## src/rtl/edge_det_pkg.sv

```systemverilog
// Shared mode encodings and sizing helper for the edge event detector.
package edge_det_pkg;

   localparam logic [1:0] MODE_OFF  = 2'b00;
   localparam logic [1:0] MODE_RISE = 2'b01;
   localparam logic [1:0] MODE_FALL = 2'b10;
   localparam logic [1:0] MODE_BOTH = 2'b11;

   // Filter counter only has to hold 0..FILT_CNT-1; never narrower than one bit.
   function automatic int unsigned filt_cnt_width(input int unsigned filt_cnt);
      int unsigned w;
      w = (filt_cnt > 1) ? int'($clog2(filt_cnt)) : 1;
      return w;
   endfunction

endpackage

```

## src/rtl/edge_event_detector_if.sv

```systemverilog
// Channel bundle between raw lines / control logic and the edge event detector.
interface edge_event_detector_if #(
   parameter int unsigned CH    = 4,
   parameter int unsigned CNT_W = 8
);

   logic [CH-1:0]       Din;
   logic [2*CH-1:0]     Mode;
   logic [CH-1:0]       Clr;
   logic [CH-1:0]       P;
   logic [CH-1:0]       N;
   logic [CH-1:0]       Flag;
   logic [CH*CNT_W-1:0] Evt_cnt;
   logic                Irq;

   modport master (
      output Din, Mode, Clr,
      input  P, N, Flag, Evt_cnt, Irq
   );

   modport slave (
      input  Din, Mode, Clr,
      output P, N, Flag, Evt_cnt, Irq
   );

endinterface

```

## src/rtl/edge_det_channel.sv

```systemverilog
// One channel: synchroniser, glitch filter, mode-gated edge pulses, sticky flag and
// saturating event counter.
module edge_det_channel
   import edge_det_pkg::*;
#(
   parameter int unsigned SYNC_STAGES = 2,
   parameter int unsigned FILT_CNT    = 3,
   parameter int unsigned CNT_W       = 8
) (
   input  logic             Clk,
   input  logic             Rst,
   input  logic             Din,
   input  logic [1:0]       Mode,
   input  logic             Clr,
   output logic             P,
   output logic             N,
   output logic             Flag,
   output logic [CNT_W-1:0] Evt_cnt
);

   localparam int unsigned FW = filt_cnt_width(FILT_CNT);
   localparam logic [FW-1:0] FiltLast = FW'(FILT_CNT - 1);

   logic [SYNC_STAGES-1:0] sync_q;
   logic                   s;
   logic                   filt_q, filt_d;
   logic [FW-1:0]          fcnt_q, fcnt_d;
   logic                   accept;
   logic                   p_d, n_d;
   logic                   flag_q, flag_d;
   logic [CNT_W-1:0]       cnt_q, cnt_d;

   assign s = sync_q[SYNC_STAGES-1];

   // Synchroniser chain for the asynchronous input.
   always_ff @(posedge Clk or posedge Rst) begin
      if (Rst) begin
         sync_q <= '0;
      end else begin
         sync_q <= {sync_q[SYNC_STAGES-2:0], Din};
      end
   end

   // Filter: a new level is accepted only after FILT_CNT consecutive samples.
   always_comb begin
      filt_d = filt_q;
      fcnt_d = '0;
      accept = 1'b0;
      if (s != filt_q) begin
         if (fcnt_q == FiltLast) begin
            filt_d = s;
            accept = 1'b1;
         end else begin
            fcnt_d = fcnt_q + 1'b1;
         end
      end
   end

   // Mode-gated edges drive the flag and counter; an event beats a same-cycle clear.
   always_comb begin
      p_d    = accept & s & ((Mode == MODE_RISE) | (Mode == MODE_BOTH));
      n_d    = accept & ~s & ((Mode == MODE_FALL) | (Mode == MODE_BOTH));
      flag_d = flag_q;
      cnt_d  = cnt_q;
      if (p_d | n_d) begin
         flag_d = 1'b1;
         if (Clr) begin
            cnt_d = CNT_W'(1);
         end else if (cnt_q != {CNT_W{1'b1}}) begin
            cnt_d = cnt_q + 1'b1;
         end
      end else if (Clr) begin
         flag_d = 1'b0;
         cnt_d  = '0;
      end
   end

   // Filter, pulse, flag and counter state.
   always_ff @(posedge Clk or posedge Rst) begin
      if (Rst) begin
         filt_q <= 1'b0;
         fcnt_q <= '0;
         P      <= 1'b0;
         N      <= 1'b0;
         flag_q <= 1'b0;
         cnt_q  <= '0;
      end else begin
         filt_q <= filt_d;
         fcnt_q <= fcnt_d;
         P      <= p_d;
         N      <= n_d;
         flag_q <= flag_d;
         cnt_q  <= cnt_d;
      end
   end

   assign Flag    = flag_q;
   assign Evt_cnt = cnt_q;

endmodule

```

## src/rtl/edge_event_detector.sv

```systemverilog
// Multi-channel edge event detector: CH independent channels plus a combined interrupt.
module edge_event_detector
   import edge_det_pkg::*;
#(
   parameter int unsigned CH          = 4,
   parameter int unsigned SYNC_STAGES = 2,
   parameter int unsigned FILT_CNT    = 3,
   parameter int unsigned CNT_W       = 8
) (
   input logic                 Clk,
   input logic                 Rst,
   edge_event_detector_if.slave bus
);

   for (genvar i = 0; i < CH; i++) begin : g_ch
      edge_det_channel #(
         .SYNC_STAGES(SYNC_STAGES),
         .FILT_CNT   (FILT_CNT),
         .CNT_W      (CNT_W)
      ) u_ch (
         .Clk    (Clk),
         .Rst    (Rst),
         .Din    (bus.Din[i]),
         .Mode   (bus.Mode[2*i +: 2]),
         .Clr    (bus.Clr[i]),
         .P      (bus.P[i]),
         .N      (bus.N[i]),
         .Flag   (bus.Flag[i]),
         .Evt_cnt(bus.Evt_cnt[i*CNT_W +: CNT_W])
      );
   end

   // Flags are registered, so their OR changes on the same edge as the flags.
   assign bus.Irq = |bus.Flag;

endmodule

```

## src/flat_wrapper.sv

```systemverilog
// flat-port wrapper written by rule: the top's interface ports become plain ports
module edge_event_detector_flat import edge_det_pkg::*;
#(
   parameter int unsigned CH          = 4,
   parameter int unsigned SYNC_STAGES = 2,
   parameter int unsigned FILT_CNT    = 3,
   parameter int unsigned CNT_W       = 8
)
  (Clk, Rst, bus_Din, bus_Mode, bus_Clr, bus_P, bus_N, bus_Flag, bus_Evt_cnt, bus_Irq);
  edge_event_detector_if #(.CH(CH), .CNT_W(CNT_W)) bus_i ();
  input logic Clk;
  input logic Rst;
  input wire logic [$bits(bus_i.Din)-1:0] bus_Din;
  input wire logic [$bits(bus_i.Mode)-1:0] bus_Mode;
  input wire logic [$bits(bus_i.Clr)-1:0] bus_Clr;
  output wire logic [$bits(bus_i.P)-1:0] bus_P;
  output wire logic [$bits(bus_i.N)-1:0] bus_N;
  output wire logic [$bits(bus_i.Flag)-1:0] bus_Flag;
  output wire logic [$bits(bus_i.Evt_cnt)-1:0] bus_Evt_cnt;
  output wire logic [$bits(bus_i.Irq)-1:0] bus_Irq;
  assign bus_i.Din = bus_Din;
  assign bus_i.Mode = bus_Mode;
  assign bus_i.Clr = bus_Clr;
  assign bus_P = bus_i.P;
  assign bus_N = bus_i.N;
  assign bus_Flag = bus_i.Flag;
  assign bus_Evt_cnt = bus_i.Evt_cnt;
  assign bus_Irq = bus_i.Irq;
  edge_event_detector #(.CH(CH), .SYNC_STAGES(SYNC_STAGES), .FILT_CNT(FILT_CNT), .CNT_W(CNT_W)) u_core (.Clk(Clk), .Rst(Rst), .bus(bus_i));
endmodule
```

## config.mk

```make
export PLATFORM = sky130hd
export DESIGN_NAME = edge_event_detector_flat
export DESIGN_NICKNAME = d
export VERILOG_FILES = /design/src/rtl/edge_det_pkg.sv /design/src/rtl/edge_event_detector_if.sv /design/src/rtl/edge_det_channel.sv /design/src/rtl/edge_event_detector.sv /design/src/flat_wrapper.sv
export SDC_FILE = /design/constraint.sdc
export NUM_CORES = 1
export LEC_CHECK = 0
export CELL_PAD_IN_SITES_DETAIL_PLACEMENT = 0
export CELL_PAD_IN_SITES_GLOBAL_PLACEMENT = 1
export CORE_MARGIN = 3
export CORE_UTILIZATION = 42
export DETAILED_ROUTE_END_ITERATION = 12
export PLACE_DENSITY_LB_ADDON = 0.1
export SLEW_MARGIN = 20
export SYNTH_ARGS = -nofsm -noshare
export SYNTH_HDL_FRONTEND = slang
export SYNTH_SLANG_ARGS = --single-unit
```

## constraint.sdc

```tcl
create_clock -name Clk -period 4.7 [get_ports Clk]
set_input_delay 1.41 -clock Clk [delete_from_list [all_inputs] [get_ports Clk]]
set_output_delay 1.41 -clock Clk [all_outputs]
set_load 0.01 [all_outputs]
```

Yosys cells after proc, flatten, opt, wreduce, memory -nomap -nowiden
Cells that the tools add are included.

Bitwise logic cells: 32. Add/subtract/negate cells: 8. Equal/unequal tests: 24. Reduce and logical (&&, ||, !) cells: 17. Multiplexer cells: 40.

Operators with widths (number): 8-bit two-way mux (16); 8-bit by 1-bit adder with 8-bit output, second input constant (4); 8-bit != test, second input constant (4); 2-bit equality test, second input constant (12); 1-bit bitwise AND (16); 1-bit two-way mux (16); 2-bit two-way mux (8); 2-bit AND reduction (8); 2-bit nonzero test (8); 1-bit bitwise OR (12); 2-bit by 1-bit adder with 2-bit output, second input constant (4); 2-bit by 1-bit equality test with 1-bit output, second input constant (4); 1-bit != test (4); 1-bit inverter (4); 4-bit OR reduction (1).

Output and inout port bits: 45. Input port bits: 18. Bits in registers: 64.

Logic depth before layout (Yosys ltp)
Word-level depth: 8. Gate-level depth with buffers: 5. Mapped depth without buffers: 5.

By module
From an unflattened synthesis, not the netlist that was laid out.

Cells, all modules: 269. Area, all modules: 3045.4 sq um.

By module, submodules not included: edge_det_channel (times used 4, area each 759.5 sq um, sequential area each 400.4 sq um, cells an instance 67); edge_event_detector (times used 1, area each 7.5 sq um, sequential area each 0.0 sq um, cells an instance 1).

Least setup slack after synthesis
OpenSTA, ideal clock, no wires.

Path kind: in2reg. Start point: input port bus_Mode[5]. End point: register u_core.g_ch[2].u_ch.cnt_q[7]. Required time: 4560 ps. Stages on the path: 5. Slack: 2282 ps. Arrival time: 2279 ps. Setup time: 140 ps. Buffers on the path: 1. Cell sequence: nand3b_1 > a21o_1 > buf_2 > o311ai_0 > o41ai_1.

Cells in the longest elaborated chain, start to end: 6.

Ends and longest elaborated chain: start: declaration (RTL line flat_wrapper.sv:14) `input wire logic [$bits(bus_i.Mode)-1:0] bus_Mode;`; 2-bit by 1-bit equality test with 1-bit output (tied with other cells) (RTL line edge_det_channel.sv:61) `p_d = accept & s & ((Mode == MODE_RISE) | (Mode == MODE_BOTH));`; 1-bit bitwise OR (on tied branches) (RTL line edge_det_channel.sv:61, edge_det_channel.sv:62); 1-bit bitwise AND (on tied branches) (RTL line edge_det_channel.sv:61, edge_det_channel.sv:62); 1-bit bitwise OR * (RTL line edge_det_channel.sv:65) `if (p_d | n_d) begin`; 2-bit nonzero test (no line); 2-bit AND reduction (no line); end signal: assignment (RTL line edge_det_channel.sv:93) `cnt_q <= cnt_d;`; end: declaration (RTL line edge_det_channel.sv:31) `logic [CNT_W-1:0] cnt_q, cnt_d;`.

Every way passes the cells marked *; elsewhere a longest branch is shown, timed or not. A chain may end at the register's enable or synchronous reset.

Worst setup path after layout
Start point: register u_core.g_ch[1].u_ch.flag_q. End point: output port bus_Irq.

Cells in the longest elaborated chain, start to end: 1.

Ends and longest elaborated chain: start: declaration (RTL line edge_det_channel.sv:30) `logic flag_q, flag_d;`; start signal: assignment (RTL line edge_det_channel.sv:92) `flag_q <= flag_d;`; 4-bit OR reduction (RTL line edge_event_detector.sv:34) `assign bus.Irq = |bus.Flag;`; end: declaration (RTL line flat_wrapper.sv:20) `output wire logic [$bits(bus_i.Irq)-1:0] bus_Irq;`.

Every way passes these cells.

==> flow_summary_export.csv <==
group,metric,value,unit
status,status,"finished clean",
timing,fin_crit_sh,67.4,%
logic_synthesis,ys_types,38,
setup_path,reg2reg_depth,5,
routing,post_drt_wl_per_cell,14.1,um
logic_synthesis,syn_nets,308,
die,dieArea,8170,um2
clocking,htreeDepth,3,
routing,route.detailed.drc,0,
power,p_leak,1.54,nW
die,coreArea,6870,um2
timing,worst_slew_pin_slew,0.595,ns
cells_and_area,n_antenna_cell,0,
logic_synthesis,yosysSeqAreaShare,53.5,%
setup_path,cpPeakStageDelay,0.52,ns
die,rows,30,
logic_synthesis,yosysWarnings,0,
clocking,holdBufCountCts,0,
clocking,cts-buffers-inserted,9,
routing,drt_iter0_drc,68,
routing,drt-pass1-iter-count,4,
logic_synthesis,syn_area_per_cell,10.5,um2
job,max_cap_violations,0,
logic_synthesis,async_flop_share,100,%
clocking,root_buffer,"clkbuf_8",
setup_path,worstSetupPathType,"reg -> out",
timing,tns,0,ns
clocking,cts-resized-gates,0,
timing,fin_crit,3.17,ns
cells_and_area,syn_to_final_growth,27.6,%
setup_path,timing.rr.start,"u_core.g_ch[2].u_ch.Evt_cnt[0]",
global_route,grt_overflow,0,
global_route,grt_pass1_wl,10900,um
timing,timing.fmax,316,MHz
worst_hold_path,hp-start,"u_core.g_ch[3].u_ch.sync_q[0]",
cells_and_area,stdcell_count,442,
die,start_util,43.6,%
logic_synthesis,yosys.area.top_type,"dfrtp_1",
cells_and_area,drive_gt1_share,6.36,%
clocking,cts_setup_buffers,0,
logic_synthesis,postSynthCellCount,286,
timing,max_slew_margin,60.3,%
routing,routed_wl,6210,um
logic_synthesis,synth_top_area_share,53.5,%
die,io_pins,63,
routing,viasPerCell,5.40,
cells_and_area,fin_nets,363,
routing,vias,2386,
clocking,cts_tree,"yes",
logic_synthesis,synth_edf_count,0,
placement,dp_hpwl,4260,um
timing,setup_viol,0,
timing,hold_viol,0,
logic_synthesis,synthFlopType,"dfrtp_1",
logic_synthesis,synth_area_leaders,"dfrtp_1 (54%), a21oi_1 (3.7%), o21ai_0 (3.0%)",
global_route,grt_max_degree,37,
global_route,first_global_vias,2275,
worst_hold_path,hold_depth,0,
setup_path,cp.arrival,1.76,ns
setup_path,critPathTopFamily,"buffers and inverters",
setup_path,critPathMaxFanout,3,
clocking,cts_max_path_buffers,2,
setup_path,rrSetupSlack,2.98,ns
clocking,cts_sinks,64,
global_route,antenna_found_initial,0,
timing,fin_skew,0.00928,ns
timing,rsz0062_at_grt,"false",
die,die_h,90.4,um
logic_synthesis,synth_common_cells,"dfrtp_1 (64), a21oi_1 (22), o21ai_0 (18)",
logic_synthesis,synth_seq_cells,64,
setup_path,start_kind,"flip-flop",
placement,place_congestion,0.803,
routing,antenna_left,0,
logic_synthesis,synth_area,2990,um2
placement,io_buffers,62,
timing,slew_violations,0,
power,powerDensity,369,nW/um2
setup_path,r2r-end,"u_core.g_ch[2].u_ch.Evt_cnt[5]",
setup_path,endpoint_kind,"output pin",
die,fp.dieW,90.4,um
worst_hold_path,hold-path-endpoint,"u_core.g_ch[3].u_ch.sync_q[1]",
clocking,clock_latency,0.34,ns
clocking,clk_pin_slew,0.07,ns
logic_synthesis,yosysMostFrequentCell,"dfrtp_1",
global_route,grtUsageTotal,16.4,%
setup_path,crit_slowest_cell,"clkdlybuf4s50_1",
setup_path,crit_required,3.29,ns
worst_hold_path,hold_path_class,"reg -> reg",
placement,placed_cells,426,
setup_path,worst-path-buf-inv,1,
setup_path,path_cells,"or4_1, clkdlybuf4s50_1",
power,ir_drop,0.000140,V
## worst max path at each step
stage,cells after the start,endpoint,slack (ns),start
CTS,2,bus_Irq,1.52,u_core.g_ch[1].u_ch.Flag
global placement,5,u_core.g_ch[2].u_ch.Evt_cnt[5],1.66,bus_Mode[5]
floorplan,1,u_core.g_ch[0].u_ch.Evt_cnt[0],1.69,Rst
global route,2,bus_Irq,1.49,u_core.g_ch[1].u_ch.Flag
finish,2,bus_Irq,1.53,u_core.g_ch[1].u_ch.Flag
detailed placement,5,u_core.g_ch[0].u_ch.Evt_cnt[5],1.64,bus_Mode[0]
## registers in the layout, indices dropped and copies added, names as in the netlist
register	cells
u_core.g_ch.u_ch.Flag	4
u_core.g_ch.u_ch.Evt_cnt	32
u_core.g_ch.u_ch.P	4
u_core.g_ch.u_ch.filt_q	4
u_core.g_ch.u_ch.fcnt_q	8
u_core.g_ch.u_ch.sync_q	8
u_core.g_ch.u_ch.N	4
## power by group
group | internal (mW) | switching [mW] | leakage [nW]
clock | 0.273 | 0.199 | 0.103
sequential | 0.622 | 0.0608 | 0.858
combinational | 0.137 | 0.120 | 0.576
## layout make-up
cell class	count	area [um2]
clock buffers	13	159
clock inverters	3	40.0
fillers	623	3050
inverters	11	41.3
multi-input cells	192	1230
flip-flops and latches	64	1600
well taps	96	120
repair buffers	63	628
## per-layer routing
metal,up-vias,global-route usage (%),wire length [um]
met2,60,23.0,2700
met3,9,5.92,335
met1,1140,23.0,3090
met4,0,6.12,83
met5,-,0,0
li1,1177,-,-
## cells by family after synthesis
group                      count (synthesis)  share of synthesized area (%)
and+or+nand+nor                          100                           19.0
muxes                                      5                           1.84
AOI/OAI and AO/OA                         79                           17.4
buffers and inverters                     30                           5.39
DFF                                       64                           53.5
adders and majority gates                  4                           1.67
xor gates and xnor gates                   4                           1.17
## per-stage QoR
step | cell area (um2) | power (mW) | util [%] | setup WS, ns | hold WS, ns
2_1_floorplan | 2990 | 0.855 | - | 1.69 | 0.331
3_3_place_gp | 3620 | 0.946 | 52.7 | 1.66 | 0.333
3_5_place_dp | 3620 | 0.953 | 52.7 | 1.64 | 0.336
4_1_cts | 3820 | 1.43 | 55.6 | 1.52 | 0.352
5_1_grt | 3820 | 1.49 | 55.6 | 1.49 | 0.356
6_report | 3820 | 1.41 | 55.6 | 1.53 | 0.349
## cells in the final DEF, fill, tap and decap left out, types with 7 or more instances in the layout
cell type	count
clkdlybuf4s50_1	62
nand3b_1	12
nand3_1	8
nand4_1	8
dfrtp_1	64
a21oi_1	22
inv_1	10
clkbuf_8	11
nand2_1	12
a21o_1	7
o311ai_0	8
nor3_1	10
nor2_1	17
o21ai_0	18
No activity file was read; power rests on OpenSTA's default activity.
